[config.mk]
export PLATFORM = sky130hd
export DESIGN_NAME = clk_reset_seq
export DESIGN_NICKNAME = d
export VERILOG_FILES = /design/src/rtl/clk_reset_pkg.sv /design/src/rtl/clk_div_chan.sv /design/src/rtl/clk_reset_seq.sv
export SDC_FILE = /design/constraint.sdc
export NUM_CORES = 1
export LEC_CHECK = 0
export ABC_AREA = 1
export CORE_ASPECT_RATIO = 1.4
export CORE_MARGIN = 4
export CORE_UTILIZATION = 30
export CTS_BUF_LIST = sky130_fd_sc_hd__clkbuf_4 sky130_fd_sc_hd__clkbuf_8
export CTS_CLUSTER_SIZE = 14
export DETAILED_ROUTE_END_ITERATION = 10
export GPL_TIMING_DRIVEN = 0
export PLACE_DENSITY = 0.56
export SLEW_MARGIN = 0
export SYNTH_ARGS = -nofsm -noshare
export SYNTH_HDL_FRONTEND = slang
export SYNTH_SLANG_ARGS = --single-unit
[constraint.sdc]
create_clock -name clk -period 3.4 [get_ports clk]
set_input_delay 0.68 -clock clk [delete_from_list [all_inputs] [get_ports clk]]
set_output_delay 0.68 -clock clk [all_outputs]
set_load 0.03 [all_outputs]
[src/rtl/clk_reset_pkg.sv]
// Shared types and sizing helpers for the clock-enable / reset sequencer.
package clk_reset_pkg;

    // Sequencer phases: hold all resets, release channels one by one, then run.
    typedef enum logic [1:0] {
        HOLD,
        STAGE,
        RUN
    } seq_state_t;

    // Channel index width; wide enough for the 3-bit div_sel bus (up to 8 channels).
    localparam int IDX_W = 3;

    // Width of a counter that must reach max_count inclusive.
    // Used for the hold counter (HOLD_CYCLES) and the stage gap timer.
    function automatic int cnt_width(input int max_count);
        return (max_count < 1) ? 1 : $clog2(max_count + 1);
    endfunction

endpackage

[src/rtl/clk_div_chan.sv]
// One programmable clock-enable divider with a glitch-free shadowed ratio.
module clk_div_chan #(
    parameter int               DIV_W     = 8,
    parameter logic [DIV_W-1:0] RESET_DIV = 8'd2
) (
    input  logic             clk,
    input  logic             reset_n,
    input  logic             run,
    input  logic             we,
    input  logic [DIV_W-1:0] val,
    output logic             ce,
    output logic             phase,
    output logic             wrap,
    output logic             disabled
);

    localparam logic [DIV_W-1:0] ONE = DIV_W'(1);

    logic [DIV_W-1:0] d_act;
    logic [DIV_W-1:0] d_shadow;
    logic [DIV_W-1:0] cnt;
    logic             pend;
    logic [DIV_W-1:0] d_next;
    logic [DIV_W-1:0] cnt_next;
    logic             ce_next;
    logic             phase_next;

    // Next ratio/count: a new ratio only takes effect at a wrap, or at once when disabled.
    always_comb begin
        disabled = (d_act == '0);
        wrap     = !disabled && (cnt == d_act - ONE);
        d_next   = d_act;
        cnt_next = cnt;
        if (disabled) begin
            if (we) begin
                d_next   = val;
                cnt_next = '0;
            end
        end else if (wrap) begin
            cnt_next = '0;
            if (we) begin
                d_next = val;
            end else if (pend) begin
                d_next = d_shadow;
            end
        end else begin
            cnt_next = cnt + ONE;
        end
        ce_next    = (d_next != '0) && (cnt_next == d_next - ONE);
        phase_next = (d_next != '0) && (cnt_next >= (d_next >> 1));
    end

    // Divider state; frozen at reset values until the synchronised release.
    always_ff @(posedge clk or negedge reset_n) begin
        if (!reset_n) begin
            d_act    <= RESET_DIV;
            d_shadow <= RESET_DIV;
            pend     <= 1'b0;
            cnt      <= '0;
            ce       <= 1'b0;
            phase    <= 1'b0;
        end else if (run) begin
            d_act <= d_next;
            cnt   <= cnt_next;
            ce    <= ce_next;
            phase <= phase_next;
            if (we && !disabled && !wrap) begin
                d_shadow <= val;
                pend     <= 1'b1;
            end else if (wrap || disabled) begin
                pend <= 1'b0;
            end
        end
    end

endmodule

[src/rtl/clk_reset_seq.sv]
// Derived clock enables plus a power-on / soft-reset sequencer that releases
// each channel's reset in order, aligned to that channel's own wrap.
module clk_reset_seq
    import clk_reset_pkg::*;
#(
    parameter int                          NUM_CHAN    = 2,
    parameter int                          DIV_W       = 8,
    parameter logic [NUM_CHAN*DIV_W-1:0]   DEFAULT_DIV = {8'd8, 8'd2},
    parameter int                          HOLD_CYCLES = 16,
    parameter int                          STAGE_GAP   = 4
) (
    input  logic                clk,
    input  logic                reset_n,
    input  logic                sw_rst,
    input  logic                div_we,
    input  logic [2:0]          div_sel,
    input  logic [DIV_W-1:0]    div_val,
    output logic [NUM_CHAN-1:0] ce,
    output logic [NUM_CHAN-1:0] phase,
    output logic [NUM_CHAN-1:0] rst_out_n,
    output logic                ready
);

    localparam int HOLD_W = cnt_width(HOLD_CYCLES);
    localparam int GAP_W  = cnt_width(STAGE_GAP);

    logic [1:0]          sync_ff;
    logic                run;
    logic [NUM_CHAN-1:0] wrap;
    logic [NUM_CHAN-1:0] disabled;

    seq_state_t          state, state_next;
    logic [HOLD_W-1:0]   hold_cnt, hold_next;
    logic [GAP_W-1:0]    gap_cnt, gap_next;
    logic [IDX_W-1:0]    idx, idx_next;
    logic [NUM_CHAN-1:0] rst_next;
    logic                ready_next;
    logic                sel_wrap;
    logic                sel_dis;

    // Two-flop release synchroniser; assertion stays asynchronous.
    always_ff @(posedge clk or negedge reset_n) begin
        if (!reset_n) begin
            sync_ff <= 2'b00;
        end else begin
            sync_ff <= {sync_ff[0], 1'b1};
        end
    end

    assign run = sync_ff[1];

    for (genvar g = 0; g < NUM_CHAN; g++) begin : g_chan
        clk_div_chan #(
            .DIV_W     (DIV_W),
            .RESET_DIV (DEFAULT_DIV[g*DIV_W +: DIV_W])
        ) u_chan (
            .clk      (clk),
            .reset_n  (reset_n),
            .run      (run),
            .we       (div_we && (div_sel == IDX_W'(g))),
            .val      (div_val),
            .ce       (ce[g]),
            .phase    (phase[g]),
            .wrap     (wrap[g]),
            .disabled (disabled[g])
        );
    end

    // Sequencer next state: sw_rst wins, otherwise hold, stage releases, then run.
    always_comb begin
        state_next = state;
        hold_next  = hold_cnt;
        gap_next   = gap_cnt;
        idx_next   = idx;
        rst_next   = rst_out_n;
        ready_next = ready;
        sel_wrap   = 1'b0;
        sel_dis    = 1'b0;
        for (int i = 0; i < NUM_CHAN; i++) begin
            if (idx == IDX_W'(i)) begin
                sel_wrap = wrap[i];
                sel_dis  = disabled[i];
            end
        end
        if (gap_cnt < GAP_W'(STAGE_GAP)) begin
            gap_next = gap_cnt + GAP_W'(1);
        end
        if (sw_rst) begin
            state_next = HOLD;
            hold_next  = '0;
            gap_next   = '0;
            idx_next   = '0;
            rst_next   = '0;
            ready_next = 1'b0;
        end else begin
            case (state)
                HOLD: begin
                    if (hold_cnt == HOLD_W'(HOLD_CYCLES - 1)) begin
                        state_next = STAGE;
                        idx_next   = '0;
                        gap_next   = '0;
                    end else begin
                        hold_next = hold_cnt + HOLD_W'(1);
                    end
                end
                STAGE: begin
                    if (((idx == '0) || (gap_cnt >= GAP_W'(STAGE_GAP))) &&
                        (sel_wrap || sel_dis)) begin
                        for (int i = 0; i < NUM_CHAN; i++) begin
                            if (idx == IDX_W'(i)) begin
                                rst_next[i] = 1'b1;
                            end
                        end
                        gap_next = GAP_W'(1);
                        if (idx == IDX_W'(NUM_CHAN - 1)) begin
                            state_next = RUN;
                            ready_next = 1'b1;
                        end else begin
                            idx_next = idx + IDX_W'(1);
                        end
                    end
                end
                RUN: begin
                    ready_next = 1'b1;
                end
                default: begin
                    state_next = HOLD;
                end
            endcase
        end
    end

    // Sequencer registers; idle until the synchronised release.
    always_ff @(posedge clk or negedge reset_n) begin
        if (!reset_n) begin
            state     <= HOLD;
            hold_cnt  <= '0;
            gap_cnt   <= '0;
            idx       <= '0;
            rst_out_n <= '0;
            ready     <= 1'b0;
        end else if (run) begin
            state     <= state_next;
            hold_cnt  <= hold_next;
            gap_cnt   <= gap_next;
            idx       <= idx_next;
            rst_out_n <= rst_next;
            ready     <= ready_next;
        end
    end

endmodule

==> results of run 1 <==
timing repair:
| action | in CTS | in global routing |
|---|---|---|
| gates resized for setup | 1 | 21 |
| buffers inserted | 0 | 11 |
| endpoints found under the setup margin | 1 | 4 |
| pin swaps | 0 | 7 |
| hold buffers | 0 | 0 |
flip-flops by register name (all words and copies together), names as in the netlist:
signal	flops
sync_ff	2
state	2
rst_out_n	2
idx	3
ready	1
g_chan.u_chan.phase	2
gap_cnt	3
g_chan.u_chan.d_act	16
g_chan.u_chan.d_shadow	16
g_chan.u_chan.pend	2
hold_cnt	5
g_chan.u_chan.ce	2
g_chan.u_chan.cnt	16
power groups by stage:
stage / Clock, W / Combinational [W] / Sequential [W]
2_1_floorplan: 0 / 0.00433 / 0.00150
3_3_place_gp: 0 / 0.00549 / 0.00158
3_5_place_dp: 0 / 0.00554 / 0.00158
4_1_cts: 0.000845 / 0.00557 / 0.00157
5_1_grt: 0.000873 / 0.00656 / 0.00162
6_report: 0.000822 / 0.00579 / 0.00157
cell families after synthesis:
kind of cell,after synthesis,synth area share [%]
buf+inv,141,9.15
compound gates,141,12.7
other cells,1,0.0608
simple gates,510,39.9
fa+ha+maj,25,5.07
flops,72,29.3
xor+xnor,26,3.82
per-stage QoR:
step                cell area [um^2]  total power [W]  hold WS, ps  setup slack (ps)
finish                          7090          0.00819          209               218
global route                    7090          0.00905          234             -35.4
CTS                             6950          0.00798          214             0.111
detailed placement              6720          0.00712          344              -255
global placement                6690          0.00708          334             -1180
floorplan                       6160          0.00584          331               598
layout make-up:
| type | instances | area [um^2] | share of cell area (%) |
|---|---|---|---|
| clock inverters | 5 | 78.8 | 1.11 |
| well taps | 252 | 315 | 4.45 |
| inverters | 115 | 438 | 6.18 |
| plain buffers | 25 | 129 | 1.82 |
| flip-flops and latches | 72 | 1810 | 25.5 |
| multi-input cells | 703 | 3850 | 54.3 |
| clock buffers | 11 | 151 | 2.14 |
| repair buffers | 33 | 318 | 4.48 |
Yosys cell counts (8+ instances only):
master	count	area, um^2
nand2_1	275	1030
nand2_2	17	106
inv_1	103	387
nor2_1	59	221
dfrtp_1	68	1700
clkbuf_1	13	48.8
nand3b_1	12	90.1
nor2_2	12	75.1
xnor2_1	8	70.1
a21oi_1	20	100
nand3_1	63	315
o211ai_1	13	97.6
nor2_4	9	101
xor2_1	17	149
ha_1	25	313
o21ai_0	84	420
nor3_1	11	55.1
nand4_1	24	150
worst max-delay path: stages, from the launching register on:
cell and delay [ps]:
dfrtp_2 390, inv_2 60, ha_1 180, clkbuf_4 170, xor2_1 150, nand2_1 60
nand3_1 100, nor2_1 130, nand2_2 100, nor2_8 190, nand2_8 110, nand2_4 110
inv_6 80, nand2_1 120, nand2_4 100, inv_2 110, ha_1 260, inv_1 60
nand2_1 40, nand2_1 50, nand2_1 40, nor2_1 170, nand3_1 100, nor2_1 90
nand2_1 60, nand2_1 50
placed cells by master, fill, tap and decap left out, drive strengths merged, types with 4 or more instances in the layout:
| cell | synthesis | layout |
|---|---|---|
| a21oi | 20 | 20 |
| buf | 13 | 25 |
| clkbuf | 13 | 24 |
| clkdlybuf4s50 | 0 | 20 |
| clkinv | 4 | 7 |
| dfrtp | 68 | 68 |
| dfstp | 4 | 4 |
| ha | 25 | 25 |
| inv | 111 | 111 |
| nand2 | 297 | 297 |
| nand3 | 73 | 73 |
| nand3b | 13 | 13 |
| nand4 | 24 | 24 |
| nor2 | 83 | 83 |
| nor3 | 12 | 12 |
| o211ai | 13 | 13 |
| o21ai | 94 | 94 |
| xnor2 | 9 | 9 |
| xor2 | 17 | 17 |
per-layer routing:
| layer | track usage (%) | routed length, um |
|---|---|---|
| met4 | 8.84 | 890 |
| met2 | 29.3 | 9400 |
| met5 | 0 | 0 |
| met1 | 19.3 | 7600 |
| met3 | 2.26 | 433 |
path summary, 6_finish.rpt:
check                                               start                        end  slack, ps  cells past startpoint
worst min-delay path                              reset_n  g_chan[1].u_chan.d_act[1]        210                      1
worst max-delay path            g_chan[1].u_chan.d_act[0]        g_chan[1].u_chan.ce        220                     25
worst max register to register  g_chan[1].u_chan.d_act[0]        g_chan[1].u_chan.ce        220                     25
worst min register to register                 sync_ff[0]                 sync_ff[1]        360                      0
max in group asynchronous                         reset_n  g_chan[0].u_chan.d_act[1]       2560                      2
min in group clk                               sync_ff[0]                 sync_ff[1]        360                      0
==> flow_results.xml, run 1 <==
<?xml version="1.0" encoding="UTF-8"?>
<metrics>
  <group name="sta">
    <metric name="skew" unit="ps">17.6</metric>
    <metric name="max_clock_freq" unit="MHz">314</metric>
    <metric name="min_period_over_period" unit="%">93.6</metric>
    <metric name="period_minus_slack" unit="ps">3180</metric>
    <metric name="timing.final.max_slew_violations" unit="">0</metric>
    <metric name="actual_slew_at_the_worst_max_slew_pin" unit="ps">663</metric>
    <metric name="fin_setup_tns" unit="ps">0</metric>
    <metric name="hold_violations" unit="">0</metric>
    <metric name="relSlewSlack" unit="%">55.8</metric>
    <metric name="finalSetupViolCount" unit="">0</metric>
  </group>
  <group name="power_and_ir_drop">
    <metric name="p_leak" unit="nW">3.50</metric>
    <metric name="power.combinational.fraction" unit="%">70.7</metric>
    <metric name="sw_frac_of_total" unit="%">54.1</metric>
    <metric name="clkPwrFrac" unit="%">10.0</metric>
    <metric name="net_switching_power" unit="W">0.00443</metric>
    <metric name="power_density" unit="nW/um^2">1150</metric>
    <metric name="peakVddDrop" unit="mV">0.407</metric>
    <metric name="seq_power_share" unit="%">19.2</metric>
    <metric name="cellInternalPower" unit="W">0.00375</metric>
  </group>
  <group name="yosys">
    <metric name="synth_nets" unit="">956</metric>
    <metric name="mappedNetlistArea" unit="um^2">6160</metric>
    <metric name="synth_sequential_area_ratio" unit="%">29.3</metric>
    <metric name="ys_types" unit="">49</metric>
    <metric name="post_synth.cell_area_avg" unit="um^2">6.73</metric>
    <metric name="synth_ff_type" unit="">dfrtp_1</metric>
    <metric name="postSynthRegisterBits" unit="">72</metric>
    <metric name="synthesized_instance_count" unit="">916</metric>
    <metric name="synth_edf_count" unit="">0</metric>
    <metric name="asyncSetResetFlopFracSynth" unit="%">100</metric>
    <metric name="yosysWarnings" unit="">0</metric>
  </group>
  <group name="cts">
    <metric name="h-tree-depth" unit="">3</metric>
    <metric name="cts.sinks" unit="">72</metric>
    <metric name="tritoncts_clock_tree" unit="">yes</metric>
    <metric name="clk_pin_slew_worst_paths" unit="ps">90</metric>
    <metric name="maximum_clock_insertion_buffer_count" unit="">2</metric>
    <metric name="clk_root_buffer_cell" unit="">clkbuf_8</metric>
    <metric name="cts_buf_count" unit="">9</metric>
    <metric name="clock_latency" unit="ps">390</metric>
  </group>
  <group name="grt">
    <metric name="globalRoute.totalOverflow" unit="">0</metric>
    <metric name="grt_pass1_vias" unit="">5820</metric>
    <metric name="number_of_antenna_violations_at_the_first_check_in_global_routing" unit="">0</metric>
    <metric name="globalRouteTotalUtil" unit="%">16.6</metric>
    <metric name="grt_start_max_net_pins" unit="">47</metric>
    <metric name="wire_length_of_the_first_global_routing_pass" unit="um">29800</metric>
  </group>
  <group name="routing">
    <metric name="drc" unit="">0</metric>
    <metric name="vias" unit="">6005</metric>
    <metric name="post_drt_antenna_nets" unit="">0</metric>
    <metric name="initialDrtViolationCount" unit="">420</metric>
    <metric name="detailedRoute.firstPassIterationCount" unit="">5</metric>
    <metric name="wl_per_cell" unit="um">15.1</metric>
    <metric name="via_per_inst" unit="">4.94</metric>
    <metric name="wl" unit="um">18300</metric>
  </group>
  <group name="placement">
    <metric name="io_buffers" unit="">21</metric>
    <metric name="detailed_place_hpwl" unit="um">14400</metric>
    <metric name="globalplace.congestion" unit="">0.899</metric>
    <metric name="place_inst" unit="">1190</metric>
  </group>
  <group name="floorplanning">
    <metric name="die_y" unit="um">178</metric>
    <metric name="ios" unit="">22</metric>
    <metric name="initial_core_util" unit="%">30.7</metric>
    <metric name="die_width" unit="um">129</metric>
    <metric name="floorplan.core_area" unit="um^2">20100</metric>
    <metric name="floorplan_die_area" unit="um^2">22900</metric>
    <metric name="rows" unit="">61</metric>
  </group>
  <group name="setup_path">
    <metric name="cp_data_arrival_time" unit="ps">3500</metric>
    <metric name="worstSetupStartpointType" unit="">flop</metric>
    <metric name="critPathCaptureType" unit="">flop</metric>
    <metric name="worst_ep_required_time" unit="ps">3720</metric>
    <metric name="critPathMaxFanout" unit="">9</metric>
    <metric name="crit_type" unit="">flop to flop</metric>
  </group>
  <group name="cells_and_area">
    <metric name="syn2layout_area_growth" unit="%">15.0</metric>
    <metric name="fill_cells" unit="">2166</metric>
    <metric name="final_layout_size_suffix_gt1_share" unit="%">13.7</metric>
    <metric name="net_total_in_the_final_layout" unit="">999</metric>
    <metric name="final_util" unit="%">35.3</metric>
    <metric name="n_antenna_cell" unit="">0</metric>
    <metric name="stdcell_count" unit="">1216</metric>
  </group>
  <group name="run_status">
    <metric name="outcome" unit="">completed</metric>
  </group>
  <group name="worst_hold_path">
    <metric name="timing.hold.worst.class" unit="">input port to asynchronous set/reset pin</metric>
  </group>
  <group name="job">
    <metric name="maxCapViolations" unit="">0</metric>
  </group>
</metrics>
Power figures use the tool's default switching activity.
==> inputs of run 2 (changes only) <==
==> constraint.sdc (replaced) <==
create_clock -name clk -period 2.97 [get_ports clk]
set_input_delay 0.594 -clock clk [delete_from_list [all_inputs] [get_ports clk]]
set_output_delay 0.594 -clock clk [all_outputs]
set_load 0.03 [all_outputs]
==> run 2 against run 1 <==
Sequential share of layout area down 2.3 points. Critical path depth down 5. Register-to-register slack worse by 190 ps. Maximum frequency up 8.1%. Largest power group unchanged. Highest routed layer unchanged. Worst setup slack worse by 190 ps. Hold slack worse by 84 ps. Design area up 9.7%. Die area unchanged. Clock skew down 1.4 ps. Utilization up 3.4 points. Combinational power up 36%. Flip-flop and latch count unchanged.
==> flow_results.xml, run 2 (synthesis results as in run 1) <==
<?xml version="1.0" encoding="UTF-8"?>
<metrics>
  <group name="sta">
    <metric name="setup_repair_after_global_routing_missed_its_margin" unit="">true</metric>
    <metric name="relSlewSlack" unit="%">55.7</metric>
    <metric name="hold_violations" unit="">0</metric>
    <metric name="finalSetupViolCount" unit="">0</metric>
    <metric name="min_period_over_period" unit="%">99.1</metric>
    <metric name="skew" unit="ps">16.2</metric>
    <metric name="timing.final.max_slew_violations" unit="">0</metric>
    <metric name="fin_worst_hold_slack" unit="ps">125</metric>
    <metric name="fin_setup_tns" unit="ps">0</metric>
    <metric name="max_clock_freq" unit="MHz">340</metric>
    <metric name="actual_slew_at_the_worst_max_slew_pin" unit="ps">665</metric>
    <metric name="period_minus_slack" unit="ps">2940</metric>
  </group>
  <group name="cts">
    <metric name="clk_pin_slew_worst_paths" unit="ps">90</metric>
    <metric name="maximum_clock_insertion_buffer_count" unit="">2</metric>
    <metric name="clk_root_buffer_cell" unit="">clkbuf_8</metric>
    <metric name="tritoncts_clock_tree" unit="">yes</metric>
    <metric name="clock_latency" unit="ps">390</metric>
    <metric name="cts.sinks" unit="">72</metric>
    <metric name="cts_buf_count" unit="">9</metric>
    <metric name="h-tree-depth" unit="">3</metric>
  </group>
  <group name="grt">
    <metric name="globalRoute.totalOverflow" unit="">0</metric>
    <metric name="globalRouteTotalUtil" unit="%">17.2</metric>
    <metric name="wire_length_of_the_first_global_routing_pass" unit="um">30700</metric>
    <metric name="grt_pass1_vias" unit="">5982</metric>
    <metric name="number_of_antenna_violations_at_the_first_check_in_global_routing" unit="">0</metric>
    <metric name="grt_start_max_net_pins" unit="">47</metric>
  </group>
  <group name="placement">
    <metric name="globalplace.congestion" unit="">0.899</metric>
    <metric name="detailed_place_hpwl" unit="um">14400</metric>
    <metric name="io_buffers" unit="">21</metric>
    <metric name="place_inst" unit="">1190</metric>
  </group>
  <group name="floorplanning">
    <metric name="rows" unit="">61</metric>
    <metric name="die_y" unit="um">178</metric>
    <metric name="initial_core_util" unit="%">30.7</metric>
    <metric name="floorplan_die_area" unit="um^2">22900</metric>
    <metric name="floorplan.core_area" unit="um^2">20100</metric>
    <metric name="ios" unit="">22</metric>
    <metric name="die_width" unit="um">129</metric>
  </group>
  <group name="setup_path">
    <metric name="timing.critical_path.to" unit="">g_chan[0].u_chan.phase</metric>
    <metric name="crit_type" unit="">flop to flop</metric>
    <metric name="timing.rr.end" unit="">g_chan[0].u_chan.phase</metric>
    <metric name="worst_ep_required_time" unit="ps">3290</metric>
    <metric name="timing.rr.start" unit="">g_chan[0].u_chan.d_act[1]</metric>
    <metric name="cp_data_arrival_time" unit="ps">3270</metric>
    <metric name="worstSetupStartpointType" unit="">flop</metric>
    <metric name="critical_path_launch_point" unit="">g_chan[0].u_chan.d_act[1]</metric>
    <metric name="timing.reg2reg.setup_slack" unit="ps">30</metric>
    <metric name="critPathCaptureType" unit="">flop</metric>
    <metric name="reg2regPathDepth" unit="">20</metric>
    <metric name="critPathMaxFanout" unit="">7</metric>
  </group>
  <group name="cells_and_area">
    <metric name="final_util" unit="%">38.7</metric>
    <metric name="syn2layout_area_growth" unit="%">26.2</metric>
    <metric name="layout_commonest_cell" unit="">nand2_1</metric>
    <metric name="fill_cells" unit="">2087</metric>
    <metric name="n_antenna_cell" unit="">0</metric>
    <metric name="mostFrequentLayoutCells" unit="">nand2_1, inv_1, o21ai_0, dfrtp_1, nand3_1</metric>
    <metric name="stdcell_count" unit="">1254</metric>
    <metric name="net_total_in_the_final_layout" unit="">1037</metric>
    <metric name="final_layout_size_suffix_gt1_share" unit="%">21.8</metric>
    <metric name="layout_top_registers" unit="">g_chan.u_chan.cnt x16, g_chan.u_chan.d_act x16, g_chan.u_chan.d_shadow x16</metric>
  </group>
  <group name="power_and_ir_drop">
    <metric name="net_switching_power" unit="W">0.00558</metric>
    <metric name="sw_frac_of_total" unit="%">52.5</metric>
    <metric name="seq_power_share" unit="%">17.1</metric>
    <metric name="power.combinational.fraction" unit="%">74.1</metric>
    <metric name="total_power" unit="W">0.0106</metric>
    <metric name="peakVddDrop" unit="mV">0.446</metric>
    <metric name="p_leak" unit="nW">3.76</metric>
    <metric name="cellInternalPower" unit="W">0.00505</metric>
    <metric name="clkPwrFrac" unit="%">8.8</metric>
    <metric name="power_density" unit="nW/um^2">1370</metric>
  </group>
  <group name="run_status">
    <metric name="outcome" unit="">completed</metric>
  </group>
  <group name="routing">
    <metric name="wl_per_cell" unit="um">15.5</metric>
    <metric name="detailedRoute.firstPassIterationCount" unit="">6</metric>
    <metric name="wl" unit="um">19500</metric>
    <metric name="drc" unit="">0</metric>
    <metric name="route.met3.wl" unit="um">593</metric>
    <metric name="vias" unit="">6359</metric>
    <metric name="detailed_routed_wire_length_on_met2" unit="um">10100</metric>
    <metric name="post_drt_antenna_nets" unit="">0</metric>
    <metric name="initialDrtViolationCount" unit="">489</metric>
    <metric name="routedLengthMet1" unit="um">7770</metric>
    <metric name="top_layer_used" unit="">met4</metric>
    <metric name="via_per_inst" unit="">5.07</metric>
  </group>
  <group name="worst_hold_path">
    <metric name="timing.hold.worst.class" unit="">input port to asynchronous set/reset pin</metric>
  </group>
  <group name="job">
    <metric name="maxCapViolations" unit="">0</metric>
  </group>
</metrics>
==> run 2: changes by cell type in the layout (fill, tap and decap cells not counted), moves of 7 or more <==
cell,before,now
buf_4,17,49
ha_1,22,15
ha_4,1,10
nand2_1,274,259
nand2_2,17,29
nor2_1,57,49
==> run 2: final cells by class <==
type | instances | area, um^2 | area share (%)
timing repair buffer | 72 | 677 | 8.70
buffer | 24 | 129 | 1.66
multi-input combinational | 703 | 4160 | 53.5
sequential | 72 | 1810 | 23.2
tap | 252 | 315 | 4.05
inverter | 115 | 454 | 5.84
clock inverter | 5 | 78.8 | 1.01
clock buffer | 11 | 151 | 1.95
==> run 2: metal layers <==
layer,track usage [%],vias up
met5,0,-
met4,9.94,0
met3,2.35,59
met2,30.4,171
met1,19.5,2987
li1,-,3142
==> run 2: timing repair <==
item                       in CTS  in global routing
pin swaps                      20                 68
cloned                          0                  0
setup endpoints to repair      12                  4
hold buffers                    0                  0
hold endpoints to repair        0                  0
setup buffers                  19                 31
gates resized for setup        37                 61
==> run 2: critical path: stages, from the launching register on <==
cell and delay, ps:
dfstp_2 570, inv_4 50, ha_4 250, xor2_1 130
nand2_1 70, nor2_1 90, nand2_1 90, nor2_4 170
buf_12 130, nand3_4 140, nand2_4 130, nand2_4 50
o21ai_4 70, inv_1 60, ha_1 280, inv_2 50
nor3_4 200, nand4_1 130, nand3b_1 100, nand2_1 50
nand2_1 60
==> run 2: per-stage QoR <==
stage | area (um^2) | setup slack (ps)
2_1_floorplan | 6160 | 168
3_3_place_gp | 6690 | -1530
3_5_place_dp | 6720 | -599
4_1_cts | 7290 | 1.25
5_1_grt | 7780 | -180
6_report | 7780 | 27.4
==> run 2: worst min-delay path by stage <==
stage,start,to,slack (ps),cells after the start
2_1_floorplan,reset_n,g_chan[0].u_chan.ce,300,0
3_5_place_dp,sync_ff[0],sync_ff[1],340,0
4_1_cts,reset_n,g_chan[1].u_chan.d_act[1],130,1
5_1_grt,reset_n,g_chan[1].u_chan.d_act[1],150,1
6_report,reset_n,g_chan[1].u_chan.d_act[1],130,1
3_3_place_gp,sync_ff[0],sync_ff[1],330,0
==> run 2: power by group through the flow <==
stage / Clock (W) / Combinational [W] / Sequential, W
2_1_floorplan: 0 / 0.00496 / 0.00172
3_3_place_gp: 0 / 0.00629 / 0.00181
3_5_place_dp: 0 / 0.00634 / 0.00181
4_1_cts: 0.000968 / 0.00695 / 0.00179
5_1_grt: 0.00100 / 0.00880 / 0.00186
6_report: 0.000938 / 0.00788 / 0.00181
==> inputs of run 3 (changes only) <==
--- a/config.mk
+++ b/config.mk
@@ -6,6 +6,8 @@
 export NUM_CORES = 1
 export LEC_CHECK = 0
 export ABC_AREA = 1
+export CELL_PAD_IN_SITES_DETAIL_PLACEMENT = 0
+export CELL_PAD_IN_SITES_GLOBAL_PLACEMENT = 1
 export CORE_ASPECT_RATIO = 1.4
 export CORE_MARGIN = 4
 export CORE_UTILIZATION = 30
@@ -13,8 +15,9 @@
 export CTS_CLUSTER_SIZE = 14
 export DETAILED_ROUTE_END_ITERATION = 10
 export GPL_TIMING_DRIVEN = 0
-export PLACE_DENSITY = 0.56
+export PLACE_DENSITY = 0.69
 export SLEW_MARGIN = 0
 export SYNTH_ARGS = -nofsm -noshare
 export SYNTH_HDL_FRONTEND = slang
 export SYNTH_SLANG_ARGS = --single-unit
+export TNS_END_PERCENT = 20
==> run 3 against run 2 <==
Utilization decreased by 1.4 points. Critical path depth decreased by 1. Via count decreased by 3.1%.
==> flow_results.xml, run 3 (synthesis results as in run 1) <==
<?xml version="1.0" encoding="UTF-8"?>
<metrics>
  <group name="power_and_ir_drop">
    <metric name="sw_frac_of_total" unit="%">54.3</metric>
    <metric name="peakVddDrop" unit="mV">0.514</metric>
    <metric name="power.combinational.fraction" unit="%">74.4</metric>
    <metric name="p_leak" unit="nW">3.64</metric>
    <metric name="clkPwrFrac" unit="%">7.7</metric>
    <metric name="total_power" unit="W">0.0101</metric>
    <metric name="power_density" unit="nW/um^2">1350</metric>
    <metric name="cellInternalPower" unit="W">0.00464</metric>
    <metric name="net_switching_power" unit="W">0.00550</metric>
    <metric name="seq_power_share" unit="%">17.9</metric>
  </group>
  <group name="placement">
    <metric name="detailed_place_hpwl" unit="um">15200</metric>
    <metric name="io_buffers" unit="">21</metric>
    <metric name="globalplace.congestion" unit="">0.864</metric>
    <metric name="dpl-instance-area" unit="um^2">6720</metric>
  </group>
  <group name="routing">
    <metric name="wl_per_cell" unit="um">16.0</metric>
    <metric name="initialDrtViolationCount" unit="">415</metric>
    <metric name="post_drt_antenna_nets" unit="">0</metric>
    <metric name="via_per_inst" unit="">4.97</metric>
    <metric name="vias" unit="">6164</metric>
    <metric name="drc" unit="">0</metric>
    <metric name="detailedRoute.firstPassIterationCount" unit="">5</metric>
    <metric name="wl" unit="um">19800</metric>
  </group>
  <group name="floorplanning">
    <metric name="rows" unit="">61</metric>
    <metric name="die_y" unit="um">178</metric>
    <metric name="floorplan_die_area" unit="um^2">22900</metric>
    <metric name="ios" unit="">22</metric>
    <metric name="die_width" unit="um">129</metric>
    <metric name="floorplan.core_area" unit="um^2">20100</metric>
    <metric name="initial_core_util" unit="%">30.7</metric>
  </group>
  <group name="setup_path">
    <metric name="timing.rr.start" unit="">g_chan[0].u_chan.d_act[1]</metric>
    <metric name="reg2regPathDepth" unit="">19</metric>
    <metric name="worstSetupStartpointType" unit="">flop</metric>
    <metric name="critPathCaptureType" unit="">flop</metric>
    <metric name="timing.reg2reg.setup_slack" unit="ps">20</metric>
    <metric name="worst_ep_required_time" unit="ps">3280</metric>
    <metric name="cp_data_arrival_time" unit="ps">3250</metric>
    <metric name="critPathMaxFanout" unit="">7</metric>
    <metric name="crit_type" unit="">flop to flop</metric>
    <metric name="timing.rr.end" unit="">g_chan[0].u_chan.ce</metric>
  </group>
  <group name="cells_and_area">
    <metric name="fill_cells" unit="">2217</metric>
    <metric name="syn2layout_area_growth" unit="%">21.7</metric>
    <metric name="layout_commonest_cell" unit="">nand2_1</metric>
    <metric name="net_total_in_the_final_layout" unit="">1023</metric>
    <metric name="n_antenna_cell" unit="">0</metric>
    <metric name="mostFrequentLayoutCells" unit="">nand2_1, inv_1, o21ai_0, dfrtp_1, nand3_1</metric>
    <metric name="final_util" unit="%">37.4</metric>
    <metric name="final_layout_size_suffix_gt1_share" unit="%">18.8</metric>
    <metric name="layout_top_registers" unit="">g_chan.u_chan.cnt x16, g_chan.u_chan.d_act x16, g_chan.u_chan.d_shadow x16</metric>
    <metric name="final_instance_area" unit="um^2">7500</metric>
  </group>
  <group name="sta">
    <metric name="hold_violations" unit="">0</metric>
    <metric name="setup_repair_after_global_routing_missed_its_margin" unit="">true</metric>
    <metric name="relSlewSlack" unit="%">51.6</metric>
    <metric name="finalSetupViolCount" unit="">0</metric>
    <metric name="timing.final.max_slew_violations" unit="">0</metric>
    <metric name="actual_slew_at_the_worst_max_slew_pin" unit="ps">727</metric>
    <metric name="min_period_over_period" unit="%">99.2</metric>
    <metric name="period_minus_slack" unit="ps">2950</metric>
    <metric name="max_clock_freq" unit="MHz">339</metric>
    <metric name="skew" unit="ps">13.4</metric>
  </group>
  <group name="cts">
    <metric name="maximum_clock_insertion_buffer_count" unit="">2</metric>
    <metric name="h-tree-depth" unit="">3</metric>
    <metric name="tritoncts_clock_tree" unit="">yes</metric>
    <metric name="clk_pin_slew_worst_paths" unit="ps">90</metric>
    <metric name="clock_latency" unit="ps">370</metric>
    <metric name="cts.sinks" unit="">72</metric>
    <metric name="cts_buf_count" unit="">9</metric>
    <metric name="clk_root_buffer_cell" unit="">clkbuf_8</metric>
  </group>
  <group name="grt">
    <metric name="grt.busiest_layer" unit="">met2</metric>
    <metric name="globalRoute.totalOverflow" unit="">0</metric>
    <metric name="grt_start_max_net_pins" unit="">59</metric>
    <metric name="use_met2" unit="%">32.7</metric>
    <metric name="globalRouteTotalUtil" unit="%">17.9</metric>
    <metric name="wire_length_of_the_first_global_routing_pass" unit="um">32100</metric>
    <metric name="grt_util_met1" unit="%">19.9</metric>
    <metric name="use_met3" unit="%">1.99</metric>
    <metric name="grt_pass1_vias" unit="">6126</metric>
    <metric name="number_of_antenna_violations_at_the_first_check_in_global_routing" unit="">0</metric>
  </group>
  <group name="run_status">
    <metric name="outcome" unit="">completed</metric>
  </group>
  <group name="worst_hold_path">
    <metric name="timing.hold.worst.class" unit="">input port to asynchronous set/reset pin</metric>
  </group>
  <group name="job">
    <metric name="maxCapViolations" unit="">0</metric>
  </group>
</metrics>
==> run 3: cell count changes in the layout (fill, tap and decap cells not counted), moves of 3 or more <==
| cell | before | now |
|---|---|---|
| buf_4 | 49 | 37 |
| nand2_2 | 29 | 24 |
| nor2_1 | 49 | 52 |
| ha_4 | 10 | 5 |
| clkinvlp_4 | 0 | 3 |
| nor2_2 | 17 | 14 |
| buf_12 | 5 | 2 |
| ha_1 | 15 | 20 |
| nand2_1 | 259 | 264 |
==> run 3: area by class of cell <==
class	instances	area, um^2	share of cell area (%)
Timing Repair Buffer	57	538	7.17
Buffer	25	135	1.80
Clock inverter	4	28.8	0.383
Multi-Input combinational cell	703	4070	54.2
Clock buffer	12	159	2.12
Sequential cell	72	1810	24.1
Tap cell	252	315	4.20
Inverter	115	454	6.05
==> run 3: worst max-delay path, stage by stage, from the launching register on <==
cell and delay [ps]:
dfstp_2 560, inv_4 50, ha_4 250, xor2_1 120, nand2_1 70, nor2_1 90, nand2_1 90, nor2_4 170
buf_12 140, nand3_4 130, nand2_2 120, buf_4 110, nand3b_2 230, nor2_2 230, nand3_1 80, nand2_1 90
nand2_1 60, a21oi_1 140, nand3_1 90, nand2_1 60
==> run 3: per-stage QoR <==
stage | cells | hold WS (ps) | worst slack [ps] | setup TNS (ps)
final | 1240 | 80.0 | 23.7 | 0
after global routing | 1240 | 73.3 | -202 | -719
after CTS | 1229 | 64.4 | -13.8 | -15.8
after detailed placement | 1190 | 338 | -861 | -2560
after global placement | 1189 | 333 | -1460 | -103560
after floorplan | 916 | 298 | 168 | 0
==> run 3: power groups by stage <==
stage	logic, W	registers [W]	clock network, W
3_5_place_dp	0.00652	0.00182	0
2_1_floorplan	0.00496	0.00172	0
5_1_grt	0.00848	0.00187	0.000848
3_3_place_gp	0.00647	0.00182	0
6_report	0.00754	0.00181	0.000782
4_1_cts	0.00718	0.00180	0.000816
==> run 3: worst max path at each step <==
stage,start,endpoint,slack (ps),cells past startpoint
after floorplan,g_chan[0].u_chan.d_act[1],g_chan[0].u_chan.ce,170,21
after global placement,reset_n,g_chan[1].u_chan.d_shadow[5],-1460,1
after detailed placement,div_sel[1],g_chan[1].u_chan.ce,-860,21
after CTS,g_chan[0].u_chan.d_act[1],g_chan[0].u_chan.phase,-10,19
after global routing,g_chan[0].u_chan.d_act[1],g_chan[0].u_chan.ce,-200,21
final,g_chan[0].u_chan.d_act[1],g_chan[0].u_chan.ce,20,19
==> run 3: routing by layer <==
layer | wire length (um) | share of wire [%]
met4 | 1020 | 5.2
met5 | 0 | 0
met3 | 424 | 2.1
met1 | 7810 | 39
met2 | 10600 | 53
==> run 3: repair_timing <==
item                                    4_1_cts  5_1_grt
buffers inserted                             24       11
pin swaps                                    24       31
resized for setup                            47       33
endpoints found under the setup margin        6        4
hold buffers                                  0        0
